### config.mk
export PLATFORM = sky130hd
export DESIGN_NAME = scan_sequencer_3bit
export DESIGN_NICKNAME = d
export VERILOG_FILES = /design/src/rtl/scan_seq_pkg.sv /design/src/rtl/mask_priority_picker.sv /design/src/rtl/scan_sequencer_3bit.sv
export SDC_FILE = /design/constraint.sdc
export NUM_CORES = 1
export LEC_CHECK = 0
export ABC_AREA = 1
export CAP_MARGIN = 10
export CORE_ASPECT_RATIO = 1.5
export CORE_MARGIN = 2
export CORE_UTILIZATION = 33
export DETAILED_ROUTE_END_ITERATION = 10
export DONT_BUFFER_PORTS = 1
export PLACE_DENSITY_LB_ADDON = 0.05
export RECOVER_POWER = 50
export SYNTH_ARGS = -nofsm -noshare
export SYNTH_HDL_FRONTEND = slang
export SYNTH_HIERARCHICAL = 1
export SYNTH_SLANG_ARGS = --single-unit
### constraint.sdc
create_clock -name clk -period 5.2 [get_ports clk]
set_input_delay 0.52 -clock clk [delete_from_list [all_inputs] [get_ports clk]]
set_output_delay 0.52 -clock clk [all_outputs]
set_load 0.05 [all_outputs]
### src/rtl/scan_seq_pkg.sv
// Shared definitions for the scan sequencer.
//   state_t : sequencer state (IDLE, DWELL)
//   NUM_CH  : number of selectable channels
//   SEL_W   : width of a channel index
package scan_seq_pkg;

   localparam int NUM_CH = 8;
   localparam int SEL_W  = 3;

   typedef enum logic {
      IDLE  = 1'b0,
      DWELL = 1'b1
   } state_t;

endpackage

### src/rtl/mask_priority_picker.sv
// Combinational channel picker.
//   mask       : channel enables
//   cur        : current channel index
//   from_start : 1 = ignore cur and return the lowest enabled channel
//   next_idx   : lowest enabled index strictly above cur (or overall)
//   found      : next_idx is meaningful
module mask_priority_picker
   import scan_seq_pkg::*;
(
   input  logic [NUM_CH-1:0] mask,
   input  logic [SEL_W-1:0]  cur,
   input  logic              from_start,
   output logic [SEL_W-1:0]  next_idx,
   output logic              found
);

   logic [NUM_CH-1:0] eligible;

   generate
      for (genvar gi = 0; gi < NUM_CH; gi++) begin : g_elig
         assign eligible[gi] = mask[gi] && (from_start || (SEL_W'(gi) > cur));
      end
   endgenerate

   // Walk from the top down so the lowest eligible index wins.
   always_comb begin
      next_idx = '0;
      found    = 1'b0;
      for (int i = NUM_CH - 1; i >= 0; i--) begin
         if (eligible[i]) begin
            next_idx = SEL_W'(i);
            found    = 1'b1;
         end
      end
   end

endmodule

### src/rtl/scan_sequencer_3bit.sv
// Channel scanner driving the select lines of a 3-to-8 decoder.
//   clk, rst   : clock, synchronous active-high reset
//   start      : begin a scan when idle
//   stop       : abort; wins over start
//   continuous : at pass end, 1 = wrap, 0 = finish
//   chan_mask  : channel enables, latched at each pass boundary
//   dwell      : hold time is dwell+1 cycles, latched at each pass boundary
//   sel        : channel index (0 while idle)
//   sel_valid  : sel is an active channel
//   scan_done  : pulse on the last cycle of a completed pass (or empty start)
//   busy       : high while scanning
module scan_sequencer_3bit
   import scan_seq_pkg::*;
#(
   parameter int DWELL_W = 8
)
(
   input  logic               clk,
   input  logic               rst,
   input  logic               start,
   input  logic               stop,
   input  logic               continuous,
   input  logic [7:0]         chan_mask,
   input  logic [DWELL_W-1:0] dwell,
   output logic [2:0]         sel,
   output logic               sel_valid,
   output logic               scan_done,
   output logic               busy
);

   state_t             state_reg, state_next;
   logic [NUM_CH-1:0]  mask_q_reg, mask_q_next;
   logic [DWELL_W-1:0] dwell_q_reg, dwell_q_next;
   logic [DWELL_W-1:0] cnt_reg, cnt_next;
   logic [SEL_W-1:0]   cur_reg, cur_next;
   logic               empty_done_reg, empty_done_next;

   logic [SEL_W-1:0]   adv_idx, first_idx;
   logic               adv_found, first_found;
   logic               last_cycle, pass_end;

   // Next channel within the latched mask.
   mask_priority_picker u_adv (
      .mask       (mask_q_reg),
      .cur        (cur_reg),
      .from_start (1'b0),
      .next_idx   (adv_idx),
      .found      (adv_found)
   );

   // First channel of a fresh pass, taken from the live mask input.
   mask_priority_picker u_first (
      .mask       (chan_mask),
      .cur        ('0),
      .from_start (1'b1),
      .next_idx   (first_idx),
      .found      (first_found)
   );

   assign last_cycle = (state_reg == DWELL) && (cnt_reg == dwell_q_reg);
   assign pass_end   = last_cycle && !adv_found;

   // cur is held at 0 whenever idle, so it can drive sel directly.
   assign sel       = cur_reg;
   assign sel_valid = (state_reg == DWELL);
   assign busy      = (state_reg == DWELL);
   // An abort in the same cycle retracts the completion pulse.
   assign scan_done = (pass_end || empty_done_reg) && !stop;

   always_ff @(posedge clk) begin
      if (rst) begin
         state_reg      <= IDLE;
         mask_q_reg     <= '0;
         dwell_q_reg    <= '0;
         cnt_reg        <= '0;
         cur_reg        <= '0;
         empty_done_reg <= 1'b0;
      end else begin
         state_reg      <= state_next;
         mask_q_reg     <= mask_q_next;
         dwell_q_reg    <= dwell_q_next;
         cnt_reg        <= cnt_next;
         cur_reg        <= cur_next;
         empty_done_reg <= empty_done_next;
      end
   end

   always_comb begin
      state_next      = state_reg;
      mask_q_next     = mask_q_reg;
      dwell_q_next    = dwell_q_reg;
      cnt_next        = cnt_reg;
      cur_next        = cur_reg;
      empty_done_next = 1'b0;

      if (stop) begin
         state_next = IDLE;
         cnt_next   = '0;
         cur_next   = '0;
      end else begin
         case (state_reg)
            IDLE: begin
               if (start) begin
                  if (first_found) begin
                     mask_q_next  = chan_mask;
                     dwell_q_next = dwell;
                     cur_next     = first_idx;
                     cnt_next     = '0;
                     state_next   = DWELL;
                  end else begin
                     empty_done_next = 1'b1;
                  end
               end
            end
            DWELL: begin
               if (!last_cycle) begin
                  cnt_next = cnt_reg + DWELL_W'(1);
               end else if (adv_found) begin
                  cur_next = adv_idx;
                  cnt_next = '0;
               end else if (continuous) begin
                  // Wrap: pick up the current mask/dwell for the next pass.
                  mask_q_next  = chan_mask;
                  dwell_q_next = dwell;
                  cnt_next     = '0;
                  if (first_found) begin
                     cur_next = first_idx;
                  end else begin
                     cur_next   = '0;
                     state_next = IDLE;
                  end
               end else begin
                  cnt_next   = '0;
                  cur_next   = '0;
                  state_next = IDLE;
               end
            end
            default: begin
               state_next = IDLE;
               cnt_next   = '0;
               cur_next   = '0;
            end
         endcase
      end
   end

endmodule
# Word level (Yosys, flattened, before mapping)
# Index checks and enable logic that the tools add are counted.
[classes]
n_addsub = 1
magnitude_cmp = 8
n_eq_ne = 6
muxes = 62
bitwise_logic = 3
reduce_logical = 19
[op_table]
columns = ["operator", "n"]
rows = [
  ["8-bit two-way mux", 13],
  ["3-bit two-way mux", 22],
  ["8-bit case mux with 2 select lines", 3],
  ["1-bit two-way mux", 22],
  ["3-bit greater-than comparator (first input constant)", 4],
  ["1-bit logical AND", 11],
  ["8-bit by 1-bit adder with 8-bit output (second input constant)", 1],
  ["8-bit equality test", 1],
  ["2-bit != test (second input constant)", 4],
  ["1-bit by 3-bit greater-than comparator with 1-bit output (first input constant)", 2],
  ["2-bit by 3-bit greater-than comparator with 1-bit output (first input constant)", 2],
  ["3-bit case mux with 2 select lines", 1],
  ["6-bit AND reduction", 1],
  ["4-bit OR reduction", 1],
  ["1-bit NOT", 3],
  ["3-bit AND reduction", 1],
  ["1-bit zero test", 2],
  ["2-bit by 1-bit != test with 1-bit output (second input constant)", 1],
  ["1-bit case mux with 2 select lines", 1],
  ["2-bit AND reduction", 1],
  ["2-bit OR reduction", 1],
  ["1-bit logical OR", 1],
]
[word_totals]
reg_bits = 29
input_bits = 21
out_inout_bits = 6
elab_cells = 105

# Longest topological paths before layout
[depth]
word_depth = 14
ltp_mapped = 15
depth_no_buf = 15

# By module
# The synthesis kept the hierarchy.
[by_module_without_submodules]
columns = ["mod", "instances", "cells_each", "area_each_um2", "seq_area_each_um2"]
rows = [
  ["scan_sequencer_3bit", 1, 213, 1570.3, 580.6],
  ["mask_priority_picker", 2, 40, 186.4, 0.0],
]

# Worst setup path after synthesis
# No wires, ideal clock.
[synth_path]
path_type = "reg2out"
start = "reg cur_reg[2], in the netlist sel[2]"
end = "out scan_done"
arrival_ns = 2.437
required_ns = 4.680
path_slack_ns = 2.243
path_stages_with_launch = 11
n_path_buf = 0
path_cell_list = "dfxtp_1 inv_1 nor2_1 nand2_1 nand2_1 nand2_1 nor2_1 nand4_1 inv_1 nand4_1 a21oi_1"
[synth_between]
elab_chain_cells = 14
elab_cells_between_ends = 28
classes_between = "order compare (8); mux (8); reduce/logical (12)"
[synth_lines]
columns = ["element", "line", "source"]
rows = [
  ["start: declaration", "scan_sequencer_3bit.sv:35", "logic [SEL_W-1:0] cur_reg, cur_next;"],
  ["start signal: assignment", "scan_sequencer_3bit.sv:83", "cur_reg <= cur_next;"],
  ["3-bit greater-than comparator", "mask_priority_picker.sv:21", "assign eligible[gi] = mask[gi] && (from_start || (SEL_W'(gi) > cur));"],
  ["1-bit logical AND", "mask_priority_picker.sv:21", ""],
  ["1-bit two-way mux (7 in series)", "mask_priority_picker.sv:30", "if (eligible[i]) begin"],
  ["1-bit two-way mux (*)", "mask_priority_picker.sv:30", ""],
  ["via adv_found", "scan_sequencer_3bit.sv:39", "logic adv_found, first_found;"],
  ["1-bit zero test (*)", "scan_sequencer_3bit.sv:61", "assign pass_end = last_cycle && !adv_found;"],
  ["1-bit logical AND (*)", "scan_sequencer_3bit.sv:61", ""],
  ["1-bit logical OR (*)", "scan_sequencer_3bit.sv:68", "assign scan_done = (pass_end || empty_done_reg) && !stop;"],
  ["1-bit logical AND (*)", "scan_sequencer_3bit.sv:68", ""],
  ["end: declaration", "scan_sequencer_3bit.sv:27", "output logic scan_done,"],
]
# The timed path passes the listed nets; every way through them passes the cells marked *.

# Worst setup path in the final report
# Ends and elaborated chain as after synthesis.

==> metrics.txt <==
outcome=finished with violations; failing checks=max-capacitance violations, max-slew violations; Setup Crit Path Kind=flop to primary output; GRT Resource Usage Total=16.1%; met1 WL=2040 microns; min-delay src=stop; drt pass-1 iters=4; Worst EP arrival=3010 ps; FF+latch area=581 sq um; clk_lat worst skew=280 ps; final WL=4790 microns; Worst R2R Path Depth=7; synthesis-to-finish area growth=6.95%; Tot Pwr=0.000585 W; antenna violations before repair=0; clock skew=5.24 ps; Largest delay share family, worst path=simple AND/OR/NAND/NOR gates; Tightest Pin Transition=1650 ps; 1st-iter DRT viols=53; Hold EP=empty_done_reg$_SDFF_PP0_; clock buffer depth=2; CP startpoint kind=flop; row cnt=34; Crit Reg-Reg Endpoint=cnt_reg[5]$_SDFFE_PP0P_; CTS Hold Bufs=0; number of fill cells=669; largest net degree at the start of global routing=39; maxcap violations=1; cells along the critical path=inv_1 > nor2_1 > nand2_1 > nand2_1 > nand2_1 > nor2_1 > nand4_1 > inv_1 > nand4_1 > a21oi_1; pwr/cell area=281 nW/um^2; post-synthesis cell count=293; CP max stage delay=870 ps; placed cell count=373; Post-CTS Setup Inserts=0; CTS resizes=0; placed wire-length estimate=3680 microns; peak supply drop=0.000108 V; Final TNS setup=0 ps; Final min period=3530 ps; worst r2r src=busy$_SDFF_PP0_; multi-input gate area in the final layout=1170 sq um; average wire per standard cell=12.6 microns; CP Launch Point=sel[2]$_SDFFE_PP0P_; Slew Limit Headroom=-9.93%; most frequent cells in the layout=81 x nand2_1, 45 x nor2_1, 29 x dfxtp_1; worst hold path depth=1; wire length on met3=118 microns; RSZ-0062 raised after global routing=false; #FFs+latches synth=29; gr ovfl total=0; Finished Cell Area=2080 sq um; CP max FO=5; Reg clk slew, reported paths=60 ps; clk sinks=29; CTS Buf Count=5; die area=6530 sq um; most common cell after layout, fill and taps aside=nand2_1; synth warn=6; core area=5740 sq um; number of global-route vias before repair=1731; Netlist cell types=34; worst min-delay path category=input pin to flop; Tcrit/Tclk final=67.9%; Initial Util=33.8%; Crit path top cell by count=nand2_1; first-pass GRT wire length=8000 microns; Critical Path RT=4680 ps; share of post-route cells with drive strength above 1=8.77%; Root Buffer=clkbuf_8; sequential share of the synthesized area=29.9%; H-tree Lvls=2; setup slack, reg-to-reg=2190 ps; placer congestion estimate=0.841; Routed Antenna Nets=0; CTS tree=built; Final Hold Fails=0; Top Layer Used=met4; CP max stage cell=a21oi_1; DIE WIDTH=66.7 microns; vias per inst=4.66; fin. max-slew vios=9; die height=98.0 microns; I/O Buffers=0; FMAX=283 MHz; DR WL met2=2500 microns; element type at the critical path end=primary output; Pleak=0.907 nW; nets@finish=330; mean post-synth cell area=6.63 sq um; setup violators final=0; Ports=27; post-synthesis instance area=1940 sq um; Placement Cell Area=2010 sq um; Buf+Inv Stages, Crit Path=2; via count=1772; diode count=0; DRC Markers=0; Layout Cells excl Fill=380
Yosys cell counts:
cell      instances  area (sq um)
clkinv_1          1          3.75
o211ai_1          2          15.0
nor4_1            3          18.8
conb_1            2          7.51
clkbuf_1          1          3.75
nand2_2           3          18.8
xor2_1            3          26.3
inv_2             5          18.8
a21oi_4           1          16.3
dfxtp_1          29           581
inv_1            26          97.6
buf_4             1          7.51
o21ai_0           2          10.0
buf_6             6          67.6
ha_1              1          12.5
inv_4             1          6.26
nor3_1            1          5.00
buf_8             1          15.0
a21oi_2           4          35.0
o21ai_2           2          17.5
nand4_1           4          25.0
nand2_4           1          11.3
nand2_8           1          20.0
or2_2             1          6.26
nand3b_1         16           120
buf_2             1          5.00
or2_1             2          12.5
a21oi_1          27           135
nand3_1          12          60.1
nor3b_2           2          25.0
xnor2_1           6          52.6
nor4_4            1          21.3
nand2_1          79           297
nor2_1           45           169
cell type report:
type                    instances  area share, %
multi-input cells             236           56.4
clock inverters                 1          0.361
well taps                      72           4.33
inverters                      33           6.08
clock buffers                   6           3.97
repair buffers                  3          0.903
flip-flops and latches         29           27.9
per-layer routing:
metal,up-vias,track usage [%]
li1,943,-
met1,794,17.3
met2,26,29.4
met3,9,3.00
met4,0,7.22
met5,-,0
per-stage QoR:
step	utilization [%]	worst slack, ps	hold WS, ps
finish	36.2	1670	314
global route	36.2	1410	311
CTS	36.6	1690	304
detailed placement	35.1	2010	479
global placement	35.1	2050	464
floorplan	-	2240	452
power breakdown:
part           leakage, nW  internal, W  total [W]  switching, W
Combinational        0.626    0.0000489   0.000139     0.0000904
Clock               0.0433     0.000104   0.000192     0.0000871
Sequential           0.237     0.000237   0.000254     0.0000169
worst max-delay path by stage:
stage / endpoint / cells after the start
after floorplan: scan_done / 10
after global placement: scan_done / 10
after detailed placement: scan_done / 10
after CTS: scan_done / 10
after global routing: scan_done / 10
final: scan_done / 10
logic make-up (layout without fill, tap and decap cells):
| kind of cell | count (synthesis) | after routing | share of synthesized area [%] |
|---|---|---|---|
| simple gates | 171 | 171 | 41.7 |
| fa+ha+maj | 1 | 1 | 0.644 |
| xor+xnor | 9 | 9 | 4.06 |
| buf+inv | 43 | 43 | 11.6 |
| compound gates | 38 | 38 | 11.8 |
| other cells | 2 | 17 | 0.386 |
| flops | 29 | 29 | 29.9 |
No activity file was read; power rests on OpenSTA's default activity.
